File: src/rtl/fifo_arb_pkg.sv
// -----------------------------------------------------------------------------
// fifo_arb_pkg
// Shared types and helpers for the FIFO write arbiter.
//   arb_state_e : two-state arbiter FSM encoding (IDLE, BURST)
//   idx_width() : bit width needed to index n items (never less than 1)
// -----------------------------------------------------------------------------
package fifo_arb_pkg;

  typedef enum logic {
    IDLE  = 1'b0,
    BURST = 1'b1
  } arb_state_e;

  // Width of an index/counter covering 0..n-1. A single-item range still
  // needs one bit so the register never collapses to zero width.
  function automatic int unsigned idx_width(input int unsigned n);
    return (n <= 1) ? 1 : $clog2(n);
  endfunction

endpackage

File: src/rtl/rr_pick.sv
// -----------------------------------------------------------------------------
// rr_pick
// Combinational rotating-priority search: returns the lowest request index at
// or above base_i, wrapping cyclically past N-1 back to 0.
//   req_i   [N-1:0]  request vector
//   base_i  [W-1:0]  index with highest priority this cycle
//   found_o          at least one request is set
//   idx_o   [W-1:0]  winning index (0 when nothing is found)
// -----------------------------------------------------------------------------
module rr_pick #(
  parameter int unsigned N = 4,
  parameter int unsigned W = 2
) (
  input  logic [N-1:0] req_i,
  input  logic [W-1:0] base_i,
  output logic         found_o,
  output logic [W-1:0] idx_o
);

  int unsigned cand;
  logic [W-1:0] cand_w;

  // Scan offsets from farthest to nearest so the nearest hit is written last
  // and wins.
  always_comb begin
    // NOTE: every output of a combinational block gets a default before any
    // conditional assignment; a path that skips an assignment infers a latch.
    found_o = 1'b0;
    idx_o   = '0;
    cand    = 0;
    cand_w  = '0;
    for (int off = N - 1; off >= 0; off--) begin
      cand   = (int'(base_i) + off) % N;
      cand_w = W'(cand);
      if (req_i[cand_w]) begin
        found_o = 1'b1;
        idx_o   = cand_w;
      end
    end
  end

endmodule

File: src/rtl/fifo_wr_arbiter.sv
// -----------------------------------------------------------------------------
// fifo_wr_arbiter
// Round-robin arbiter granting NUM_REQ writers bursts of up to BURST_LEN beats
// into one external FIFO. Data and write strobe pass through combinationally.
//   clk, rst_n                      clock, asynchronous active-low reset
//   req_valid  [NUM_REQ-1:0]        requester i holds a word
//   req_data   [NUM_REQ*DW-1:0]     word of requester i at [i*DW +: DW]
//   req_ready  [NUM_REQ-1:0]        requester i's word is accepted this cycle
//   fifo_full                       shared FIFO full flag
//   fifo_wren                       FIFO write strobe
//   fifo_wdata [DW-1:0]             FIFO write data (0 when not granted)
//   grant_id                        current grant holder, 0 when idle
//   busy                            high while a burst is in progress
// -----------------------------------------------------------------------------
module fifo_wr_arbiter
  import fifo_arb_pkg::*;
#(
  parameter int unsigned NUM_REQ    = 4,
  parameter int unsigned DATA_WIDTH = 8,
  parameter int unsigned BURST_LEN  = 4
) (
  input  logic                          clk,
  input  logic                          rst_n,
  input  logic [NUM_REQ-1:0]            req_valid,
  input  logic [NUM_REQ*DATA_WIDTH-1:0] req_data,
  output logic [NUM_REQ-1:0]            req_ready,
  input  logic                          fifo_full,
  output logic                          fifo_wren,
  output logic [DATA_WIDTH-1:0]         fifo_wdata,
  output logic [idx_width(NUM_REQ)-1:0] grant_id,
  output logic                          busy
);

  localparam int unsigned GW = idx_width(NUM_REQ);
  localparam int unsigned CW = idx_width(BURST_LEN);
  localparam logic [CW-1:0] LAST_BEAT = CW'(BURST_LEN - 1);
  localparam logic [GW-1:0] LAST_REQ  = GW'(NUM_REQ - 1);

  arb_state_e    state_q, state_d;
  logic [GW-1:0] grant_q, grant_d;
  logic [GW-1:0] rr_ptr_q, rr_ptr_d;
  logic [CW-1:0] beat_cnt_q, beat_cnt_d;

  logic                  pick_found;
  logic [GW-1:0]         pick_idx;
  logic                  grant_valid;
  logic                  beat_accept;
  logic                  burst_done;
  logic [GW-1:0]         next_ptr;
  logic [DATA_WIDTH-1:0] data_arr [NUM_REQ];

  always_comb begin
    for (int i = 0; i < NUM_REQ; i++) begin
      data_arr[i] = req_data[i*DATA_WIDTH +: DATA_WIDTH];
    end
  end

  rr_pick #(
    .N (NUM_REQ),
    .W (GW)
  ) u_rr_pick (
    .req_i   (req_valid),
    .base_i  (rr_ptr_q),
    .found_o (pick_found),
    .idx_o   (pick_idx)
  );

  assign grant_valid = req_valid[grant_q];
  assign beat_accept = (state_q == BURST) & grant_valid & ~fifo_full;
  assign next_ptr    = (grant_q == LAST_REQ) ? '0 : grant_q + 1'b1;

  // State register: FSM state, grant holder, round-robin pointer, beat count.
  always_ff @(posedge clk or negedge rst_n) begin
    if (!rst_n) begin
      state_q    <= IDLE;
      grant_q    <= '0;
      rr_ptr_q   <= '0;
      beat_cnt_q <= '0;
    end else begin
      // NOTE: sequential state uses non-blocking assignment so every register
      // samples the pre-edge values, independent of statement order.
      state_q    <= state_d;
      grant_q    <= grant_d;
      rr_ptr_q   <= rr_ptr_d;
      beat_cnt_q <= beat_cnt_d;
    end
  end

  // Next-state logic.
  always_comb begin
    state_d    = state_q;
    grant_d    = grant_q;
    rr_ptr_d   = rr_ptr_q;
    beat_cnt_d = beat_cnt_q;
    burst_done = 1'b0;
    case (state_q)
      IDLE: begin
        if (pick_found) begin
          state_d    = BURST;
          grant_d    = pick_idx;
          beat_cnt_d = '0;
        end
      end
      BURST: begin
        // Holder withdrawing ends the burst; full alone only stalls it.
        if (!grant_valid) begin
          burst_done = 1'b1;
        end else if (beat_accept) begin
          beat_cnt_d = beat_cnt_q + 1'b1;
          if (beat_cnt_q == LAST_BEAT) burst_done = 1'b1;
        end
        if (burst_done) begin
          state_d    = IDLE;
          grant_d    = '0;
          beat_cnt_d = '0;
          rr_ptr_d   = next_ptr;
        end
      end
      default: state_d = IDLE;
    endcase
  end

  // Output logic: only the holder is ever offered ready, and the data mux is
  // forced to zero outside a burst.
  always_comb begin
    req_ready  = '0;
    fifo_wren  = beat_accept;
    fifo_wdata = '0;
    busy       = (state_q == BURST);
    if (state_q == BURST) begin
      req_ready[grant_q] = ~fifo_full;
      fifo_wdata         = data_arr[grant_q];
    end
  end

  assign grant_id = grant_q;

endmodule

File: config.mk
export PLATFORM = sky130hd
export DESIGN_NAME = fifo_wr_arbiter
export DESIGN_NICKNAME = d
export VERILOG_FILES = /design/src/rtl/fifo_arb_pkg.sv /design/src/rtl/rr_pick.sv /design/src/rtl/fifo_wr_arbiter.sv
export SDC_FILE = /design/constraint.sdc
export NUM_CORES = 1
export LEC_CHECK = 0
export ABC_AREA = 1
export CAP_MARGIN = 25
export CORE_MARGIN = 2
export CORE_UTILIZATION = 41
export CTS_CLUSTER_DIAMETER = 50
export DETAILED_ROUTE_END_ITERATION = 8
export PLACE_DENSITY_LB_ADDON = 0.08
export SYNTH_ARGS = -nofsm -noshare
export SYNTH_HDL_FRONTEND = slang
export SYNTH_SLANG_ARGS = --single-unit
File: constraint.sdc
create_clock -name clk -period 3.2 [get_ports clk]
set_clock_uncertainty 0.1 [all_clocks]
set_input_delay 0.32 -clock clk [delete_from_list [all_inputs] [get_ports clk]]
set_output_delay 0.32 -clock clk [all_outputs]
set_load 0.03 [all_outputs]
# Word-level counts from Yosys, hierarchy flattened
# Index checks and enable logic that the tools add are counted.
# Widths: inputs -> output; s select.
# word_totals
regBits,7
input_bits,39
output_inout_bits,16
elab_cells,73
# classes
n_addsub,5
n_lt_le_gt_ge,7
eq_ne,6
n_mux,41
bitwise_logic,6
reduce_logical,4
# ops
op,count
$mux 8,3
$mux 2,11
$bmux 8 s2,1
$mux 1,16
$lt 2x3->1 const B,5
$bmux 1 s2,5
$pmux 2 s2,2
$add 2x1->2 const B,3
$add 2x2->2 const B,2
$and 4x4->4,1
$eq 2x2->1 const B,2
$mux 4,1
$reduce_and 2->1,2
$ge 3x3->1 const B,1
$ne 3x1->1 const B,1
$ne 3x2->1 const B,1
$not 2->3,1
$reduce_and 3->1,1
$and 1x1->1,2
$demux 1 s2,1
$ge 2x1->1 const B,1
$ne 2x1->1 const B,1
$ne 2x2->1 const B,1
$not 1->1,2
other kinds (2),2

# Longest topological paths before layout
# logic_depth
depth_word,9
mapped_depth,12
mapped_depth_nobuf,11

# Modules after synthesis
# A second synthesis with hierarchy kept.
# unflattened
hier_cells,169
hier_area_um2,980.9
# by_module_without_submodules
mod,n_inst,cells_each,area_each_um2
fifo_wr_arbiter,1,123,768.2
rr_pick,1,46,212.7

# Worst setup path after synthesis
# OpenSTA, ideal clock, no wires.
# synth_timing
path_kind,register to output
startpoint,reg grant_q[0] (netlist: grant_id[0])
endpoint,out fifo_wdata[4]
arrival_ps,1613
required_ps,2780
slack_ps,1167
path_stages_with_launch,7
path_buffers,2
path_cell_list,dfrtp_1 > buf_4 > buf_4 > nor2_1 > nor2_1 > o21ai_1 > a21oi_1
# synth_between
elab_chain_cells,5
# synth_lines
element,line,source
from (decl),fifo_wr_arbiter.sv:40,"logic [GW-1:0] grant_q, grant_d;"
from (signal assigned),fifo_wr_arbiter.sv:83,grant_q <= grant_d;
$not 2->3 (not written as such),fifo_wr_arbiter.sv:132,fifo_wdata = data_arr[grant_q];
$bmux 8 s2,fifo_wr_arbiter.sv:132,
$mux 8 (not written as such) (2 in a row),fifo_wr_arbiter.sv:132,
$mux 8,fifo_wr_arbiter.sv:130,if (state_q == BURST) begin
to (decl),fifo_wr_arbiter.sv:29,"output logic [DATA_WIDTH-1:0] fifo_wdata,"
# No other way between the ends. The select of a mux whose other input is x is not followed.

# Worst setup path in the final report
# layout_timing
startpoint,reg grant_q[1] (netlist: grant_id[1])
endpoint,out fifo_wdata[5]
# Same word-level chain as after synthesis.

==> results.cfg <==
[run_status]
run_status = finished clean

[clock_network]
cts_setup_buffers = 0
postCtsResizedCells = 0
clock-root-buffer = sky130_fd_sc_hd__clkbuf_4
cts.sinks = 7
cts.path.max_buffers = 2
clk_pin_slew_worst_paths_ns = 0.05
tritoncts = yes
cts-hold-fix-buffers = 0
cts_buffers = 3
worst_skew_pair.late_latency_ns = 0.25
cts.htree.levels = 1

[logic_synthesis]
synth_fp_nets = 214
ys_seq_area_share_pct = 18.49
number_of_library_cell_types_mapped_by_synthesis = 22
post_synth_instance_area_sq_um = 947.2
yosys_register_bits = 7
yosysWarningCount = 0
postSynthAreaPerCell_sq_um = 5.572
synth_largest_area_cell = sky130_fd_sc_hd__nand2_1
synth_top_area_share_pct = 18.63
synth_cells = 170
netlist_top_cells_area = sky130_fd_sc_hd__nand2_1 19%, sky130_fd_sc_hd__dfrtp_1 18%, sky130_fd_sc_hd__nor2_1 15%, sky130_fd_sc_hd__ha_1 6.6%, sky130_fd_sc_hd__o21ai_1 6.3%

[timing]
setup_viol = 0
worst-slew-pin-transition_ns = 0.5401
unrepaired_setup_endpoints_after_global_routing = false
final.setup.tns_ns = 0
period_needed_ns = 2.641
relSlewSlack_pct = 64.00
finalWorstSetupSlack_ns = 0.5586
timing_max_transition_violations_final = 0
fin_crit_sh_pct = 82.54
upper_clock_frequency_limit_mhz = 378.6
whs_ns = 0.2243
report.final.hold_viol_count = 0

[placement]
detailed_place_hpwl_microns = 2397
gp_congestion = 0.7834
port_buffers = 54
place_worst_setup_slack_ns = 0.8387
placed_inst_area_sq_um = 1478
placed_cells_incl_taps = 246

[grt]
use_met1_pct = 32.21
grt_first_pass_wirelength_microns = 5181
grt_max_degree = 22
met3_usage_pct = 3.448
gr_usage_total_pct = 25.29
initial_antenna_violation_count = 0
number_of_global_route_vias_before_repair = 1163
grt_overflow_total = 0
layer_with_the_highest_usage_after_global_routing = met2
met2_usage_in_global_routing_pct = 41.56

[power]
vdd_drop_max_mv = 0.6070
report.power.total_mw = 1.352
standby_leakage_power_nw = 0.7150
power_density_nw_per_um2 = 898.8

[worst_setup_path]
setup.worst_path.class = reg2out
critPathTopFamily = buffers and inverters
path_cells = inv_2, nor2_1, o21ai_1, a21oi_1, clkdlybuf4s50_1
critPathArrivalTime_ns = 2.22
reg2reg_to = grant_id[1]
critical_path_max_stage_delay_ns = 0.71
worst_r2r_path_depth = 6
startpoint_type = register
regToRegStartpoint = grant_id[1]
worstPathBufferInverterCount = 2
type_of_element_capturing_the_critical_path = output pin
regToRegSetupSlack_ns = 1.54
critical_path.max_fanout = 14
critical-path-slowest-cell = sky130_fd_sc_hd__clkdlybuf4s50_1
worst-endpoint-required_ns = 2.78

[min_path]
worstHoldPathType = in2async

[cells_and_area]
layout_commonest_cell = sky130_fd_sc_hd__clkdlybuf4s50_1
layout.core_utilization_pct = 68.65
mostFrequentLayoutCells = 54 x sky130_fd_sc_hd__clkdlybuf4s50_1, 47 x sky130_fd_sc_hd__nand2_1, 37 x sky130_fd_sc_hd__nor2_1
antenna-diode-count = 0
final_design_area_no_fill_sq_um = 1504
syn2layout_area_growth_pct = 58.78
num-nets-final = 267
final_layout_size_suffix_gt1_share_pct = 8.108
nFillCells = 208
finalNonFillerCells = 250

[job]
cap_viol_max_count = 0

[die]
floorplan.initialDensity_pct = 43.23
die_area_sq_um = 2711
core_area_sq_um = 2191
dieWidth_microns = 52.07
die-height_microns = 52.07
fp-row-count = 17
ioPinCount = 55

[drt]
drc_violations_left = 0
drt-vias-per-instance = 4.976
drt_wl_total_microns = 3100
vias = 1244
drtPass1Iterations = 4
wl_per_cell_microns = 12.40
dr.first_iter.drc_count = 37
ant_nets = 0
## area by class of cell
type	instances	area, sq um	share of cell area, %
inverter	18	70.07	4.659
clock buffer	4	26.28	1.747
multi-input combinational	138	649.4	43.18
tap	28	35.03	2.329
sequential	7	175.2	11.65
timing repair buffer	55	548.0	36.44
## cell usage after synthesis
master                     count
sky130_fd_sc_hd__dfrtp_1       7
sky130_fd_sc_hd__buf_4         2
sky130_fd_sc_hd__nand3_1      10
sky130_fd_sc_hd__a31oi_1       1
sky130_fd_sc_hd__o211ai_2      1
sky130_fd_sc_hd__nand2_1      47
sky130_fd_sc_hd__nand3_2       2
sky130_fd_sc_hd__o22ai_1       1
sky130_fd_sc_hd__inv_4         1
sky130_fd_sc_hd__nand2_2       2
sky130_fd_sc_hd__buf_2         3
sky130_fd_sc_hd__inv_1        10
sky130_fd_sc_hd__nor2_1       37
sky130_fd_sc_hd__ha_1          5
sky130_fd_sc_hd__o21ai_0       8
sky130_fd_sc_hd__clkinv_1      1
sky130_fd_sc_hd__nor2_2        2
sky130_fd_sc_hd__buf_6         2
sky130_fd_sc_hd__a21oi_1       9
sky130_fd_sc_hd__nand4_1       1
sky130_fd_sc_hd__o21ai_1      12
sky130_fd_sc_hd__inv_2         6
## kinds of logic after synthesis
family	Yosys count	synth area share, %
simple gates	101	43.99
compound gates	32	17.97
buf+inv	25	12.95
flops	7	18.49
fa+ha+maj	5	6.605
## report_power, final
part / total (mW) / leakage (nW) / switching, mW / internal (mW)
registers: 0.218 / 0.0869 / 0.0893 / 0.128
logic: 1.06 / 0.613 / 0.646 / 0.409
clock network: 0.0789 / 0.0150 / 0.0314 / 0.0475
total: 1.35 / 0.715 / 0.766 / 0.585
## registers in the layout, indices dropped and copies added (netlist names)
register,flops
rr_ptr_q,2
beat_cnt_q,2
grant_id,2
busy,1
## routing by layer
metal	part of all wire, %	vias up
li1	-	645
met1	48	553
met2	45	42
met3	5.5	4
met4	1.3	0
met5	0	-
## worst max-delay path by stage
stage,from,endpoint,slack [ns],cells after the start
3_5_place_dp,req_valid[1],fifo_wren,0.84,6
4_1_cts,grant_id[1],fifo_wren,0.54,5
2_1_floorplan,grant_id[0],fifo_wdata[4],1.17,6
6_report,grant_id[1],fifo_wdata[5],0.56,5
5_1_grt,grant_id[1],fifo_wdata[7],0.42,5
3_3_place_gp,grant_id[1],fifo_wren,0.85,5
No activity file was read; power rests on OpenSTA's default activity.
